--- src/rtl/btn_operand_loader_pkg.sv ---
// Shared definitions for the button-driven operand loader: button roles,
// debounce state encoding and the default debounce length.
package btn_operand_loader_pkg;

  localparam int BTN_LOAD_A = 0;
  localparam int BTN_LOAD_B = 1;
  localparam int BTN_CLR    = 2;

  localparam int DEFAULT_DEBOUNCE_CYCLES = 1000000;

  typedef enum logic [1:0] {
    S_LOW  = 2'd0,
    S_RISE = 2'd1,
    S_HIGH = 2'd2,
    S_FALL = 2'd3
  } db_state_e;

endpackage

--- src/rtl/btn_operand_loader_debounce.sv ---
// One push-button channel: 2-flop synchronizer, then a counting debounce FSM
// that outputs the clean level and a single-cycle press strobe on acceptance.
module btn_debounce
  import btn_operand_loader_pkg::*;
#(
  parameter int DEBOUNCE_CYCLES = DEFAULT_DEBOUNCE_CYCLES
) (
  input  logic clk,
  input  logic rst,
  input  logic i_btn,
  output logic o_level,
  output logic o_press
);

  localparam int CNT_W = $clog2(DEBOUNCE_CYCLES);
  localparam logic [CNT_W-1:0] CNT_ZERO = CNT_W'(0);
  localparam logic [CNT_W-1:0] CNT_ONE  = CNT_W'(1);
  localparam logic [CNT_W-1:0] CNT_LAST = CNT_W'(DEBOUNCE_CYCLES - 1);

  logic [1:0]       r_sync;
  logic             w_btn_s;
  db_state_e        r_state;
  logic [CNT_W-1:0] r_cnt;
  logic             r_level;
  logic             r_press;

  assign w_btn_s = r_sync[1];

  // Bring the raw asynchronous button into the clk domain.
  always_ff @(posedge clk or negedge rst) begin
    if (!rst) begin
      r_sync <= 2'b00;
    end else begin
      r_sync <= {r_sync[0], i_btn};
    end
  end

  // Debounce FSM: a level change is accepted only after DEBOUNCE_CYCLES
  // consecutive matching samples; any contrary sample restarts from the old level.
  always_ff @(posedge clk or negedge rst) begin
    if (!rst) begin
      r_state <= S_LOW;
      r_cnt   <= CNT_ZERO;
      r_level <= 1'b0;
      r_press <= 1'b0;
    end else begin
      r_press <= 1'b0;
      case (r_state)
        S_LOW: begin
          if (w_btn_s) begin
            r_state <= S_RISE;
            r_cnt   <= CNT_ONE;
          end
        end
        S_RISE: begin
          if (!w_btn_s) begin
            r_state <= S_LOW;
            r_cnt   <= CNT_ZERO;
          end else if (r_cnt == CNT_LAST) begin
            r_state <= S_HIGH;
            r_cnt   <= CNT_ZERO;
            r_level <= 1'b1;
            r_press <= 1'b1;
          end else begin
            r_cnt <= r_cnt + CNT_ONE;
          end
        end
        S_HIGH: begin
          if (!w_btn_s) begin
            r_state <= S_FALL;
            r_cnt   <= CNT_ONE;
          end
        end
        S_FALL: begin
          if (w_btn_s) begin
            r_state <= S_HIGH;
            r_cnt   <= CNT_ZERO;
          end else if (r_cnt == CNT_LAST) begin
            r_state <= S_LOW;
            r_cnt   <= CNT_ZERO;
            r_level <= 1'b0;
          end else begin
            r_cnt <= r_cnt + CNT_ONE;
          end
        end
        default: begin
          r_state <= S_LOW;
          r_cnt   <= CNT_ZERO;
          r_level <= 1'b0;
        end
      endcase
    end
  end

  assign o_level = r_level;
  assign o_press = r_press;

endmodule

--- src/rtl/btn_operand_loader.sv ---
// Debounced button front end that captures sw into operand registers A/B
// or clears them, flagging each update with a one-cycle upd strobe.
module btn_operand_loader
  import btn_operand_loader_pkg::*;
#(
  parameter int DEBOUNCE_CYCLES = DEFAULT_DEBOUNCE_CYCLES,
  parameter int DATA_W          = 8,
  parameter int NUM_BTN         = 3
) (
  input  logic              clk,
  input  logic              rst,
  input  logic [NUM_BTN-1:0] btn,
  input  logic [DATA_W-1:0] sw,
  output logic [DATA_W-1:0] a,
  output logic [DATA_W-1:0] b,
  output logic              a_valid,
  output logic              b_valid,
  output logic              upd,
  output logic [NUM_BTN-1:0] btn_db
);

  logic [NUM_BTN-1:0] w_press;
  logic [DATA_W-1:0]  r_a;
  logic [DATA_W-1:0]  r_b;
  logic               r_a_valid;
  logic               r_b_valid;
  logic               r_upd;

  for (genvar gi = 0; gi < NUM_BTN; gi++) begin : g_btn
    btn_debounce #(
      .DEBOUNCE_CYCLES(DEBOUNCE_CYCLES)
    ) u_debounce (
      .clk    (clk),
      .rst    (rst),
      .i_btn  (btn[gi]),
      .o_level(btn_db[gi]),
      .o_press(w_press[gi])
    );
  end

  // Operand registers; clear wins over any load accepted in the same cycle.
  always_ff @(posedge clk or negedge rst) begin
    if (!rst) begin
      r_a       <= '0;
      r_b       <= '0;
      r_a_valid <= 1'b0;
      r_b_valid <= 1'b0;
      r_upd     <= 1'b0;
    end else begin
      r_upd <= |w_press;
      if (w_press[BTN_CLR]) begin
        r_a       <= '0;
        r_b       <= '0;
        r_a_valid <= 1'b0;
        r_b_valid <= 1'b0;
      end else begin
        if (w_press[BTN_LOAD_A]) begin
          r_a       <= sw;
          r_a_valid <= 1'b1;
        end
        if (w_press[BTN_LOAD_B]) begin
          r_b       <= sw;
          r_b_valid <= 1'b1;
        end
      end
    end
  end

  assign a       = r_a;
  assign b       = r_b;
  assign a_valid = r_a_valid;
  assign b_valid = r_b_valid;
  assign upd     = r_upd;

endmodule
--- config.mk ---
export PLATFORM = sky130hd
export DESIGN_NAME = btn_operand_loader
export DESIGN_NICKNAME = d
export VERILOG_FILES = /design/src/rtl/btn_operand_loader_pkg.sv /design/src/rtl/btn_operand_loader_debounce.sv /design/src/rtl/btn_operand_loader.sv
export SDC_FILE = /design/constraint.sdc
export NUM_CORES = 1
export LEC_CHECK = 0
export BUFFER_PORTS_ARGS = -buffer_cell sky130_fd_sc_hd__buf_4
export CAP_MARGIN = 40
export CORE_ASPECT_RATIO = 1.4
export CORE_MARGIN = 8
export CORE_UTILIZATION = 35
export DETAILED_ROUTE_END_ITERATION = 8
export PLACE_DENSITY = 0.57
export SYNTH_ARGS = -nofsm -noshare
export SYNTH_HDL_FRONTEND = slang
export SYNTH_HIERARCHICAL = 1
export SYNTH_SLANG_ARGS = --single-unit
--- constraint.sdc ---
create_clock -name clk -period 2 [get_ports clk]
set_input_delay 0.2 -clock clk [delete_from_list [all_inputs] [get_ports clk]]
set_output_delay 0.2 -clock clk [all_outputs]
set_load 0.005 [all_outputs]
## Yosys cells after proc, flatten, opt, wreduce, memory -nomap -nowiden

Cells that the tools add are included.

| cells by class | value |
|---|---|
| equality and inequality tests | 36 |
| multiply operators | 0 |
| divide/modulo/power cells | 0 |
| muxes and demuxes | 71 |
| magnitude comparators | 0 |
| shift-type cells | 0 |
| add/subtract/negate cells | 3 |
| bitwise logic cells | 0 |
| reductions and logical operators | 18 |

Operators by type and width:

| operator | number |
|---|---|
| 2-to-1 mux 20 bit | 15 |
| one-hot mux 20 bit (4 select lines) | 3 |
| adder 20 x 1 -> 20 bit (second input constant) | 3 |
| == test 20 bit (second input constant) | 3 |
| 2-to-1 mux 2 bit | 18 |
| 2-to-1 mux 8 bit | 4 |
| 2-to-1 mux 1 bit | 25 |
| != test 2 x 1 -> 1 bit (second input constant) | 12 |
| one-hot mux 2 bit (4 select lines) | 3 |
| AND reduction 5 bit | 3 |
| == test 2 bit (second input constant) | 6 |
| != test 2 bit (second input constant) | 6 |
| AND reduction 4 bit | 3 |
| nonzero test 2 bit | 5 |
| != test 3 x 1 -> 1 bit (second input constant) | 3 |
| != test 3 bit (second input constant) | 3 |
| == test 2 x 1 -> 1 bit (second input constant) | 3 |
| zero test 2 bit | 3 |
| one-hot mux 1 bit (2 select lines) | 3 |
| AND reduction 2 bit | 3 |
| OR reduction 3 bit | 1 |

| storage, ports and cells | value |
|---|---|
| logic and storage cells | 148 |
| output and inout bits | 22 |
| register bits after elaboration | 97 |
| memories | 0 |
| input bits | 13 |
| bits in writable memories | 0 |
| latch bits | 0 |
| memory bits (read-only) | 0 |

## Depth between registers and ports, before layout

Gate-level depths: netlist (run 1).

| logic depth | value |
|---|---|
| word-level depth | 4 |
| gate-level depth with buffers | 8 |
| mapped depth without buffers | 6 |

## Hierarchy

The synthesis (run 1) kept the hierarchy.

By module, submodules not included:

| module | cells each | area an instance (µm²) | instances | seq. area each (µm²) |
|---|---|---|---|---|
| btn_debounce at g_btn[0].u_debounce ... | 149 | 1387.6 | 2 | 650.6 |
| btn_debounce at g_btn[2].u_debounce | 148 | 1370.1 | 1 | 650.6 |
| btn_operand_loader | 60 | 752.0 | 1 | 475.5 |

## Worst setup path after synthesis (run 1)

OpenSTA, ideal clock, no wires.

| timing path | value |
|---|---|
| kind | reg-to-reg |
| start | register g_btn[0].u_debounce.r_cnt[0] |
| end | register with a tool-made name |
| required time | 1.873 ns |
| period minus slack after synthesis | 1.952 ns |
| setup time | 0.127 ns |
| stages on the path, launching flop included | 8 |
| buffers on the path | 1 |
| data arrival time | 1.824 ns |
| setup slack | 0.048 ns |
| path through | dfrtp_1 -> ha_1 -> nand3_2 -> or2_1 -> buf_6 -> o31ai_4 -> nand2_1 -> mux2_1 |

RTL lines:

| element | RTL line | text |
|---|---|---|
| from (decl) | btn_operand_loader_debounce.sv:23 | `logic [CNT_W-1:0] r_cnt;` |
| from (signal assigned) | btn_operand_loader_debounce.sv:65 | `r_cnt <= r_cnt + CNT_ONE;` |
| from (signal assigned) | btn_operand_loader_debounce.sv:83 | `r_cnt <= r_cnt + CNT_ONE;` |

## Worst setup path after layout (run 1)

| timing path | value |
|---|---|
| start | register g_btn[2].u_debounce.r_cnt[13] |
| end | register g_btn[2].u_debounce.r_cnt[16] |

| between the ends | value |
|---|---|
| cells in the longest elaborated chain, start to end | 4 |
| elaborated cells on any way between the ends | 6 |
| those cells by class | add/sub (1); eq/ne (1); mux (4) |

RTL lines:

| element | RTL line | text |
|---|---|---|
| from (decl) | btn_operand_loader_debounce.sv:23 |  |
| from (signal assigned) | btn_operand_loader_debounce.sv:65 |  |
| from (signal assigned) | btn_operand_loader_debounce.sv:83 |  |
| adder 20 x 1 -> 20 bit or == test 20 bit (tied branches) | -- |  |
| 2-to-1 mux 20 bit (*) | btn_operand_loader_debounce.sv:59, btn_operand_loader_debounce.sv:78 |  |
| 2-to-1 mux 20 bit (on tied branches) | btn_operand_loader_debounce.sv:75, btn_operand_loader_debounce.sv:56 |  |
| one-hot mux 20 bit (4 select lines) (*) | btn_operand_loader_debounce.sv:48 | `case (r_state)` |

Every way passes the cells marked *; elsewhere a longest branch is shown, timed or not.
A chain may end at the register's enable or synchronous reset.

==> flow_summary_export.csv, run 1 <==
group,metric,value,unit
global_routing,antenna_found_initial,0,
power,pwr-share-clk,31.5,%
setup_path,arrival,2.27,ns
detailed_routing,viasPerCell,5.273,
global_routing,grt_pass1_wl,19670,um
synth,avgSynthCellArea,9.678,um^2
synth,syn_inst,506,
power,ir_drop,0.0004932,V
synth,ys_types,53,
detailed_routing,drc,0,
final_layout,final_common_cell,"dfrtp_1",
setup_path,end_kind,"register",
sta,finClkSkew,0.01208,ns
placed_design,placed_cell_area,5563,um^2
setup_path,critPathRequiredTime,2.23,ns
setup_path,endpoint,"g_btn[2].u_debounce/r_cnt[16]$_DFFE_PN0P_",
synth,yosysSeqAreaShare,49.57,%
global_routing,grt_max_degree,59,
power,combPwrFrac,26.0,%
final_layout,antenna_cells,0,
sta,tightest_slew,0.9008,ns
clocking,clk_latency,0.35,ns
sta,maxSlewHeadroom,39.72,%
setup_path,r2r_start,"g_btn[2].u_debounce/r_cnt[13]$_DFFE_PN0P_",
setup_path,startpoint,"g_btn[2].u_debounce/r_cnt[13]$_DFFE_PN0P_",
clocking,cts_buffer_depth,2,
power,p_seq_share,42.5,%
synth,synth_seq_cells,97,
run_status,status,"finished with violations",
sta,max_freq,492.0,MHz
final_layout,area_growth,24.55,%
synth,yosys_warnings,6,
clocking,h-tree-depth,3,
power,p_sw,1.709,mW
placed_design,gp_congestion,0.8396,
setup_path,path_cells,"or4b_4 -> nor4_4 -> buf_4 -> a21oi_4 -> buf_6 -> a41oi_2 -> a31oi_1",
detailed_routing,firstDrtPassIters,4,
clocking,cts.sinks,97,
setup_path,rr_worst_depth,7,
final_layout,final_cell_area,6100,um^2
min_path,min_path_type,"in2reg",
synth,synth_nets,522,
final_layout,fin_util,44.25,%
placed_design,dpl.cell_count,742,
final_layout,drive_gt1_share,22.66,%
power,p_per_area,849.8,nW/um^2
floorplanning,die_w,116.0,um
detailed_routing,vias,4071,
setup_path,slowest_delay,0.51,ns
floorplanning,die_h,156.0,um
final_layout,finalNetCount,598,
detailed_routing,ant_nets,0,
detailed_routing,post_drt_wl_per_cell,15.37,um
global_routing,grt_pass1_vias,4092,
sta,hold_viol,0,
final_layout,final_cell_mix,"97 x dfrtp_1, 78 x buf_4, 43 x nand2_1, 40 x nand3_1, 33 x nor2_1",
floorplanning,io_pins,35,
floorplanning,num_rows,51,
sta,fin_ws,-0.03255,ns
sta,rsz0062_at_grt,"yes",
sta,drv_slew,0,
setup_path,timing.rr.end,"g_btn[2].u_debounce/r_cnt[16]$_DFFE_PN0P_",
sta,hold_slack,0.09984,ns
setup_path,critPathKind,"reg2reg",
detailed_routing,routed-wl-met2,6185,um
clocking,cts_root_buf,"clkbuf_16",
setup_path,cp-start-kind,"register",
global_routing,grt_overflow_total,0,
detailed_routing,wl_met3,328,um
min_path,worstHoldPathCells,3,
clocking,numCtsBuffers,9,
synth,syn_area,4897,um^2
power,fin_total_pwr,5.184,mW
placed_design,port_buffers,34,
placed_design,place_hpwl,8211,um
run,cap_viol_max_count,0,
final_layout,finalNonFillerCells,772,
detailed_routing,wirelength,11870,um
clocking,cts_tree,"yes",
floorplanning,initial_core_util,35.53,%
global_routing,track_usage,13.51,%
sta,setup_viol,12,
sta,period_share,101.6,%
synth,synth-edff-count,0,
power,p_leak,2.692,nW
detailed_routing,wl_met1,5056,um
setup_path,r2r_slack,-0.03,ns
clocking,clk_pin_slew,0.07,ns
synth,synthFlopType,"dfrtp_1",
sta,finalCriticalPeriod,2.033,ns
detailed_routing,highest_layer,"met4",
power,p_int,3.475,mW
floorplanning,dieArea,18090,um^2
setup_path,slowest_stage,"or4b_4",
power,swShare,32.97,%
floorplanning,design.core.area,13780,um^2
setup_path,worstPathMaxFanout,8,
detailed_routing,drt-initial-drc-count,263,
run_status,violations,"negative setup slack",
synth,async_flop_share,100.0,%
[worst min path at each step]
stage | from | to | slack, ns
6_report | sw[5] | a[5]$_DFFE_PN0P_ | 0.1
3_3_place_gp | rst | g_btn[0].u_debounce/r_cnt[8]$_DFFE_PN0P_ | 0.08
5_1_grt | sw[0] | a[0]$_DFFE_PN0P_ | 0.12
2_1_floorplan | rst | a[0]$_DFFE_PN0P_ | -0.1
4_1_cts | sw[5] | b[5]$_DFFE_PN0P_ | 0.1
3_5_place_dp | rst | g_btn[0].u_debounce/r_cnt[8]$_DFFE_PN0P_ | 0.08
[power by group through the flow]
stage / clock, mW / sequential, mW / combinational [mW]
2_1_floorplan: 0 / 2.19 / 0.913
3_3_place_gp: 0 / 2.23 / 1.26
3_5_place_dp: 0 / 2.24 / 1.30
4_1_cts: 1.67 / 2.20 / 1.31
5_1_grt: 1.75 / 2.22 / 1.50
6_report: 1.63 / 2.20 / 1.35
[synth_stat cells, types with 9 or more instances]
cell type / number / area, um^2
or3_1: 10 / 62.56
dfrtp_1: 97 / 2427
nor2_1: 35 / 131.4
o21ai_1: 19 / 95.09
nand2_1: 44 / 165.2
inv_1: 20 / 75.07
nand3_1: 42 / 210.2
nor3_1: 12 / 60.06
mux2i_1: 22 / 220.2
a21oi_1: 26 / 130.1
a21o_1: 14 / 105.1
a31oi_1: 11 / 68.82
o21ai_0: 15 / 75.07
buf_2: 9 / 45.04
nand4_1: 15 / 93.84
nor4_1: 12 / 75.07
[registers in the layout, summed over array words and instances (netlist names), 3 cells and up, named ones only]
signal                    flops
g_btn.u_debounce/o_level      3
g_btn.u_debounce/r_state      3
a                             8
g_btn.u_debounce/r_sync       6
g_btn.u_debounce/r_cnt       60
g_btn.u_debounce/o_press      3
b                             8
[area by class of cell]
type | instances | area, um^2
multi-input combinational | 364 | 2352
clock inverter | 5 | 38.79
inverter | 20 | 75.07
fill | 1330 | 7684
sequential | 97 | 2427
tap | 185 | 231.5
clock buffer | 11 | 232.7
timing repair buffer | 90 | 742.0
[what timing repair did]
item                                    4_1_cts  5_1_grt
endpoints found under the hold margin        18        0
buffers inserted                              0       10
hold buffers                                  4        0
resized for setup                             2       37
endpoints found under the setup margin        3       41
pin swaps                                     0       10
[through the flow]
step                setup TNS [ns]  setup slack (ns)
finish                     -0.1795          -0.03255
global route                -1.742           -0.1362
CTS                              0           0.01375
detailed placement        -0.01601          -0.01601
global placement                 0           0.05676
floorplan                        0           0.04814
[worst max-delay path: cells and delay by family (launching register included)]
| family | cells | cell delay, ns |
|---|---|---|
| AOI/OAI and AO/OA | 3 | 0.31 |
| buffers and inverters | 2 | 0.35 |
| DFF | 1 | 0.43 |
| and+or+nand+nor | 2 | 0.83 |
[cell families (layout without fill, tap and decap cells)]
group                      Yosys count  count (layout)  share of synthesized area, %
AOI/OAI and AO/OA                  120             120                         15.92
xor gates and xnor gates             6               6                         1.227
adders and majority gates            3               3                        0.7666
buffers and inverters               45             126                         4.829
DFF                                 97              97                         49.57
muxes                               24              24                         4.957
and+or+nand+nor                    211             211                         22.74
[routing by layer]
metal  up-vias  track usage (%)
met5         -                0
met1      2002            15.69
met4         0            6.448
met3        21            2.828
met2        59            22.98
li1       1989                -
Power figures use the tool's default switching activity.
==> run 2, diff against run 1 <==
--- a/config.mk
+++ b/config.mk
@@ -5,6 +5,7 @@
 export SDC_FILE = /design/constraint.sdc
 export NUM_CORES = 1
 export LEC_CHECK = 0
+export ABC_AREA = 1
 export BUFFER_PORTS_ARGS = -buffer_cell sky130_fd_sc_hd__buf_4
 export CAP_MARGIN = 40
 export CORE_ASPECT_RATIO = 1.4
@@ -12,6 +13,7 @@
 export CORE_UTILIZATION = 35
 export DETAILED_ROUTE_END_ITERATION = 8
 export PLACE_DENSITY = 0.57
+export SETUP_SLACK_MARGIN = 0.5
 export SYNTH_ARGS = -nofsm -noshare
 export SYNTH_HDL_FRONTEND = slang
 export SYNTH_HIERARCHICAL = 1
==> run 2 against run 1 <==
  * The run now ends clean
  * Sequential power is 3% higher
  * Hold slack worse by 0.010 ns
  * Non-clock buffer count shrank 25
  * First-iteration DRC count rose by 8.0%
  * Setup slack better by 0.53 ns
  * Via count increased by 18%
  * Critical path depth is 3 higher
  * Sequential cell count unchanged
  * Clock skew shrank 0.0066 ns
  * Global-route usage decreased by 0.095 points
  * Design area grew 12%
  * Sequential share of layout area fell by 4.2 points
==> flow_summary_export.csv, run 2 <==
group,metric,value,unit
final_layout,largest_reg_flops,60,
floorplanning,dieArea,20180,um^2
synth,synth_largest_area_cell,"dfrtp_1",
clocking,numCtsBuffers,9,
clocking,cts_tree,"yes",
final_layout,final_common_cell,"nand2_1",
final_layout,antenna_cells,0,
synth,async_flop_share,100.0,%
sta,rsz0062_at_grt,"yes",
placed_design,place_hpwl,9529,um
synth,synth_top_family_by_area,"simple AND/OR/NAND/NOR gates",
synth,syn_inst,725,
sta,fin_ws,0.5013,ns
sta,maxSlewHeadroom,61.67,%
global_routing,antenna_found_initial,0,
detailed_routing,wirelength,13390,um
setup_path,worstPathMaxFanout,7,
power,p_leak,2.898,nW
global_routing,grt_pass1_wl,21840,um
run,cap_viol_max_count,0,
detailed_routing,drt-initial-drc-count,284,
sta,hold_viol,0,
min_path,min_path_type,"in2reg",
setup_path,r2r_start,"g_btn[1].u_debounce/r_cnt[0]$_DFFE_PN0P_",
floorplanning,io_pins,35,
global_routing,grt_pass1_vias,4661,
synth,netlist_top_cells_area,"dfrtp_1 44%, nand2_1 16%, nand3_1 5.0%",
detailed_routing,viasPerCell,4.826,
final_layout,multi_input_area,3003,um^2
setup_path,arrival,1.79,ns
setup_path,cp-start-kind,"register",
synth,synth_fa_ha_area_share,0.6770,%
final_layout,finalNetCount,809,
synth,synth_seq_cells,97,
final_layout,drive_gt1_share,27.07,%
placed_design,gp_congestion,0.8562,
sta,fin_tns_setup,0,ns
synth,synth-xor-area-share,2.686,%
synth,yosys_warnings,6,
synth,syn_area,5544,um^2
floorplanning,num_rows,54,
detailed_routing,vias,4797,
synth,synthFlopType,"dfrtp_1",
final_layout,top_register,"g_btn.u_debounce/r_cnt",
placed_design,dpl.cell_count,952,
sta,period_share,74.94,%
setup_path,startpoint,"g_btn[1].u_debounce/r_cnt[0]$_DFFE_PN0P_",
placed_design,port_buffers,34,
placed_design,dp_slack,0.3798,ns
setup_path,critPathRequiredTime,2.29,ns
setup_path,end_kind,"register",
global_routing,grt_max_degree,37,
sta,setup_viol,0,
floorplanning,initial_core_util,35.68,%
final_layout,n_fill_cell,1529,
floorplanning,die_w,122.4,um
clocking,h-tree-depth,3,
global_routing,track_usage,13.41,%
power,ir_drop,0.0003946,V
final_layout,final-seq-area,2441,um^2
synth,synth_most_common_cell,"nand2_1",
detailed_routing,post_drt_wl_per_cell,13.47,um
sta,tightest_slew,0.5728,ns
floorplanning,design.core.area,15540,um^2
synth,ys_types,33,
min_path,holdCritStartpoint,"sw[4]",
final_layout,fin_util,44.11,%
synth,synth_mux_area_share,0,%
clocking,clk_latency,0.35,ns
sta,finalCriticalPeriod,1.499,ns
synth,synth_nets,741,
final_layout,final_cell_mix,"222 x nand2_1, 86 x dfrtp_1, 69 x inv_1, 54 x buf_4, 48 x nor2_1",
clocking,cts.sinks,97,
detailed_routing,drc,0,
synth,yosysSeqAreaShare,43.78,%
sta,drv_slew,0,
clocking,cts_root_buf,"clkbuf_16",
synth,synthSimpleGateAreaFrac,38.37,%
detailed_routing,ant_nets,0,
power,fin_total_pwr,5.404,mW
setup_path,critPathKind,"reg2reg",
run_status,status,"complete, no violations",
synth,yosysTopAreaCellShare,43.78,%
global_routing,grt_overflow_total,0,
sta,finClkSkew,0.005506,ns
synth,avgSynthCellArea,7.647,um^2
clocking,clk_pin_slew,0.07,ns
clocking,cts_buffer_depth,2,
final_layout,area_growth,23.65,%
sta,max_freq,667.2,MHz
synth,synth_compound_area_share,7.132,%
floorplanning,die_h,164.9,um
synth,synth-edff-count,0,
power,p_per_area,788.4,nW/um^2
final_layout,finalNonFillerCells,994,
synth,netlist_top_cells_count,"232 x nand2_1, 97 x dfrtp_1, 70 x inv_1, 60 x nor2_1, 55 x nand3_1",
detailed_routing,firstDrtPassIters,4,
==> run 2: cell families (layout without fill, tap and decap cells) <==
family	after synthesis	count (layout)
AND/OR/NAND/NOR	445	446
flip-flops	97	97
buffers and inverters	95	166
AO/OA/AOI/OAI	68	69
XOR/XNOR	17	17
adder cells (fa/ha/maj)	3	3
==> run 2: worst paths after layout <==
kind | to | slack [ns] | cells past startpoint
max | register | 0.50 | 10
min reg2reg | g_btn[1].u_debounce/r_sync[1]$_DFF_PN0_ | 0.35 | 0
min | b[4]$_DFFE_PN0P_ | 0.09 | 3
max reg2reg | register | 0.50 | 10
max in group asynchronous | g_btn[0].u_debounce/r_cnt[7]$_DFFE_PN0P_ | 0.97 | 3
min in group asynchronous | upd$_DFF_PN0_ | 0.32 | 2
==> run 2: critical path: stages (launching register included) <==
cell	delay, ns
dfrtp_1	0.40
ha_4	0.18
nand3_4	0.09
nor2_4	0.14
nand3_2	0.10
nor2_4	0.11
nor2_4	0.07
buf_12	0.14
nor2_4	0.10
nand2_1	0.06
nand2_1	0.05
==> run 2: final cells by class <==
class | instances | share of cell area (%)
clock inverter | 7 | 0.8761
multi-input combinational | 535 | 43.80
sequential | 97 | 35.61
tap | 196 | 3.577
timing repair inverter | 1 | 0.07301
clock buffer | 9 | 3.285
inverter | 84 | 4.672
timing repair buffer | 65 | 8.104
==> run 2: repair_timing <==
action,in CTS,in global routing
gates resized for setup,11,71
setup endpoints to repair,49,64
cloned,1,3
hold endpoints to repair,32,0
hold buffers,4,0
pin swaps,6,13
buffers inserted,12,6
==> run 2: where the power goes <==
| part | internal [mW] | leakage (nW) | total [mW] | switching, mW |
|---|---|---|---|---|
| Sequential | 2.09 | 1.22 | 2.26 | 0.172 |
| Combinational | 0.577 | 1.54 | 1.46 | 0.885 |
| Clock | 0.866 | 0.131 | 1.68 | 0.819 |
| Total | 3.53 | 2.90 | 5.40 | 1.88 |
==> run 2: through the flow <==
step                hold slack, ns  instance area (um^2)
CTS                        0.07314                  6526
finish                     0.08971                  6855
global route               0.09345                  6855
global placement            0.1716                  6025
floorplan                 -0.09559                  5544
detailed placement          0.1676                  6025
==> run 2: routing by layer <==
metal | up-vias | share of wire [%] | GRT usage [%] | wire length, um
met2 | 63 | 51 | 23.20 | 6891
met3 | 17 | 3.6 | 2.497 | 480
li1 | 2470 | - | - | -
met5 | - | 0 | 0 | 0
met1 | 2247 | 43 | 15.81 | 5753
met4 | 0 | 2.0 | 5.837 | 265
==> run 3, diff against run 2 <==
--- a/config.mk
+++ b/config.mk
@@ -12,7 +12,7 @@
 export CORE_MARGIN = 8
 export CORE_UTILIZATION = 35
 export DETAILED_ROUTE_END_ITERATION = 8
-export PLACE_DENSITY = 0.57
+export PLACE_DENSITY = 0.55
 export SETUP_SLACK_MARGIN = 0.5
 export SYNTH_ARGS = -nofsm -noshare
 export SYNTH_HDL_FRONTEND = slang
==> constraint.sdc (replaced) <==
create_clock -name clk -period 1.4 [get_ports clk]
set_input_delay 0.14 -clock clk [delete_from_list [all_inputs] [get_ports clk]]
set_output_delay 0.14 -clock clk [all_outputs]
set_load 0.005 [all_outputs]
==> run 3 against run 2 <==
  * The run now ends with negative setup slack left
  * Total power is 59% higher
  * Sequential cell count stayed put
  * First-iteration DRC count is 17% higher
  * Wire length is 19% higher
  * Sequential power is 42% higher
  * Combinational power is 73% higher
  * Non-clock buffer count is 100 higher
  * Largest power group unchanged
  * Highest routed layer unchanged
==> flow_summary_export.csv, run 3 (synthesis results as in run 2) <==
group,metric,value,unit
setup_path,arrival,1.72,ns
clocking,h-tree-depth,3,
final_layout,finalNonFillerCells,1094,
floorplanning,die_h,164.9,um
setup_path,critPathRequiredTime,1.63,ns
min_path,hold_end,"b[7]$_DFFE_PN0P_",
clocking,cts.sinks,97,
sta,max_freq,668.8,MHz
setup_path,rr_worst_depth,8,
setup_path,critPathKind,"reg2reg",
sta,rsz0062_at_grt,"yes",
setup_path,path_cells,"ha_4 -> nand3_4 -> nor2_4 -> nand3_4 -> nor2_4 -> nor2_4 -> nand3_2 -> nand2_2",
final_layout,antenna_cells,0,
power,combPwrFrac,29.4,%
setup_path,r2r_start,"g_btn[2].u_debounce/r_cnt[0]$_DFFE_PN0P_",
floorplanning,initial_core_util,35.68,%
detailed_routing,vias,5453,
placed_design,place_hpwl,10840,um
setup_path,slowest_delay,0.39,ns
final_layout,largest_reg_flops,60,
clocking,cts_root_buf,"clkbuf_16",
clocking,cts_tree,"yes",
sta,period_share,106.8,%
power,p_leak,3.583,nW
global_routing,grt_pass1_vias,5689,
setup_path,cp-start-kind,"register",
final_layout,final_cell_area,8160,um^2
final_layout,area_growth,47.19,%
setup_path,timing.rr.end,"g_btn[2].u_debounce/r_cnt[9]$_DFFE_PN0P_",
run_status,violations,"negative setup slack",
global_routing,grt_overflow_total,0,
detailed_routing,wirelength,15950,um
min_path,min_path_type,"in2reg",
power,pwr-share-clk,33.2,%
sta,setup_viol,50,
floorplanning,num_rows,54,
detailed_routing,ant_nets,0,
power,p_int,5.800,mW
power,p_per_area,1054,nW/um^2
power,ir_drop,0.001133,V
floorplanning,design.core.area,15540,um^2
detailed_routing,firstDrtPassIters,4,
run,cap_viol_max_count,0,
global_routing,grt_max_degree,40,
detailed_routing,post_drt_wl_per_cell,14.58,um
final_layout,top_register,"g_btn.u_debounce/r_cnt",
global_routing,grt_pass1_wl,26190,um
sta,fin_ws,-0.09531,ns
placed_design,port_buffers,34,
final_layout,fin_util,52.51,%
global_routing,track_usage,16.06,%
min_path,holdCritStartpoint,"sw[7]",
global_routing,antenna_found_initial,0,
power,p_seq_share,37.4,%
detailed_routing,drc,0,
setup_path,slowest_stage,"dfrtp_1",
detailed_routing,viasPerCell,4.984,
sta,hold_viol,0,
power,swShare,32.58,%
clocking,clk_latency,0.34,ns
floorplanning,dieArea,20180,um^2
detailed_routing,drt-initial-drc-count,331,
final_layout,final_common_cell,"nand2_1",
setup_path,worstPathMaxFanout,5,
sta,maxSlewHeadroom,78.64,%
sta,tightest_slew,0.3192,ns
floorplanning,die_w,122.4,um
placed_design,placed_cell_area,6630,um^2
final_layout,n_fill_cell,1403,
floorplanning,io_pins,35,
final_layout,drive_gt1_share,41.31,%
clocking,clk_pin_slew,0.07,ns
setup_path,path_buf_inv,0,
sta,finalCriticalPeriod,1.495,ns
run_status,status,"finished with violations",
clocking,numCtsBuffers,9,
setup_path,r2r_slack,-0.1,ns
placed_design,gp_congestion,0.8704,
final_layout,final_cell_mix,"206 x nand2_1, 117 x buf_4, 90 x dfrtp_1, 63 x inv_1, 43 x nor2_1",
power,fin_total_pwr,8.602,mW
clocking,cts_buffer_depth,2,
setup_path,cpLargestDelayFamily,"simple AND/OR/NAND/NOR gates",
final_layout,finalNetCount,909,
sta,finClkSkew,0.01057,ns
min_path,worstHoldPathCells,3,
setup_path,cpMostUsedCell,"nor2_4",
sta,drv_slew,0,
setup_path,end_kind,"register",
placed_design,dpl.cell_count,1027,
power,p_sw,2.803,mW
[run 3: power by group through the flow]
stage	registers, mW	logic (mW)	clock network [mW]
2_1_floorplan	3.18	1.20	0
3_3_place_gp	3.20	1.73	0
3_5_place_dp	3.21	1.75	0
4_1_cts	3.19	2.29	2.94
5_1_grt	3.24	2.75	3.05
6_report	3.21	2.53	2.86
[run 3: layout make-up]
type | instances | area [um^2] | area share [%]
timing repair buffer | 165 | 1476 | 18.09
clock inverter | 6 | 112.6 | 1.380
clock buffer | 10 | 229.0 | 2.806
sequential | 97 | 2436 | 29.85
inverter | 84 | 322.8 | 3.956
tap | 196 | 245.2 | 3.005
multi-input combinational | 536 | 3338 | 40.91
[run 3: worst min-delay path: cells and delay by family]
kind | cells | cell delay [ns]
and+or+nand+nor | 2 | 0.11
buffers and inverters | 1 | 0.09
[run 3: worst max-delay path by stage]
stage	start	to	slack, ns	depth (start not counted)
finish	g_btn[2].u_debounce/r_cnt[0]$_DFFE_PN0P_	g_btn[2].u_debounce/r_cnt[9]$_DFFE_PN0P_	-0.1	8
detailed placement	g_btn[0].u_debounce/r_cnt[1]$_DFFE_PN0P_	g_btn[0].u_debounce/r_cnt[12]$_DFFE_PN0P_	-0.14	8
global route	g_btn[1].u_debounce/r_cnt[15]$_DFFE_PN0P_	register	-0.18	11
global placement	g_btn[0].u_debounce/r_cnt[12]$_DFFE_PN0P_	register	-0.1	8
CTS	g_btn[0].u_debounce/r_cnt[1]$_DFFE_PN0P_	register	-0.11	10
floorplan	g_btn[2].u_debounce/r_cnt[1]$_DFFE_PN0P_	g_btn[2].u_debounce/o_level$_DFFE_PN0P_	0.03	8
[run 3: metal layers]
| metal | routed length [um] | part of all wire (%) | vias to the layer above | global-route usage [%] |
|---|---|---|---|---|
| li1 | - | - | 2680 | - |
| met1 | 6377 | 40 | 2645 | 17.51 |
| met2 | 8742 | 55 | 104 | 29.95 |
| met3 | 487 | 3.1 | 24 | 2.805 |
| met4 | 347 | 2.2 | 0 | 6.170 |
| met5 | 0 | 0 | - | 0 |
[run 3: repair_timing]
action | in CTS | in global routing
hold buffers | 4 | 0
endpoints found under the setup margin | 111 | 143
pin swaps | 33 | 57
gates resized for setup | 108 | 87
hold endpoints to repair | 27 | 0
buffers inserted | 31 | 11
gates cloned | 4 | 1
[run 3: through the flow]
| stage | setup WS [ns] | TNS (ns) | hold WS, ns |
|---|---|---|---|
| after detailed placement | -0.1443 | -3.640 | 0.09990 |
| after CTS | -0.1087 | -3.020 | 0.02232 |
| after global routing | -0.1804 | -6.581 | 0.02445 |
| after global placement | -0.09535 | -1.538 | 0.09908 |
| after floorplan | 0.03500 | 0 | -0.1556 |
| final | -0.09531 | -2.400 | 0.02842 |
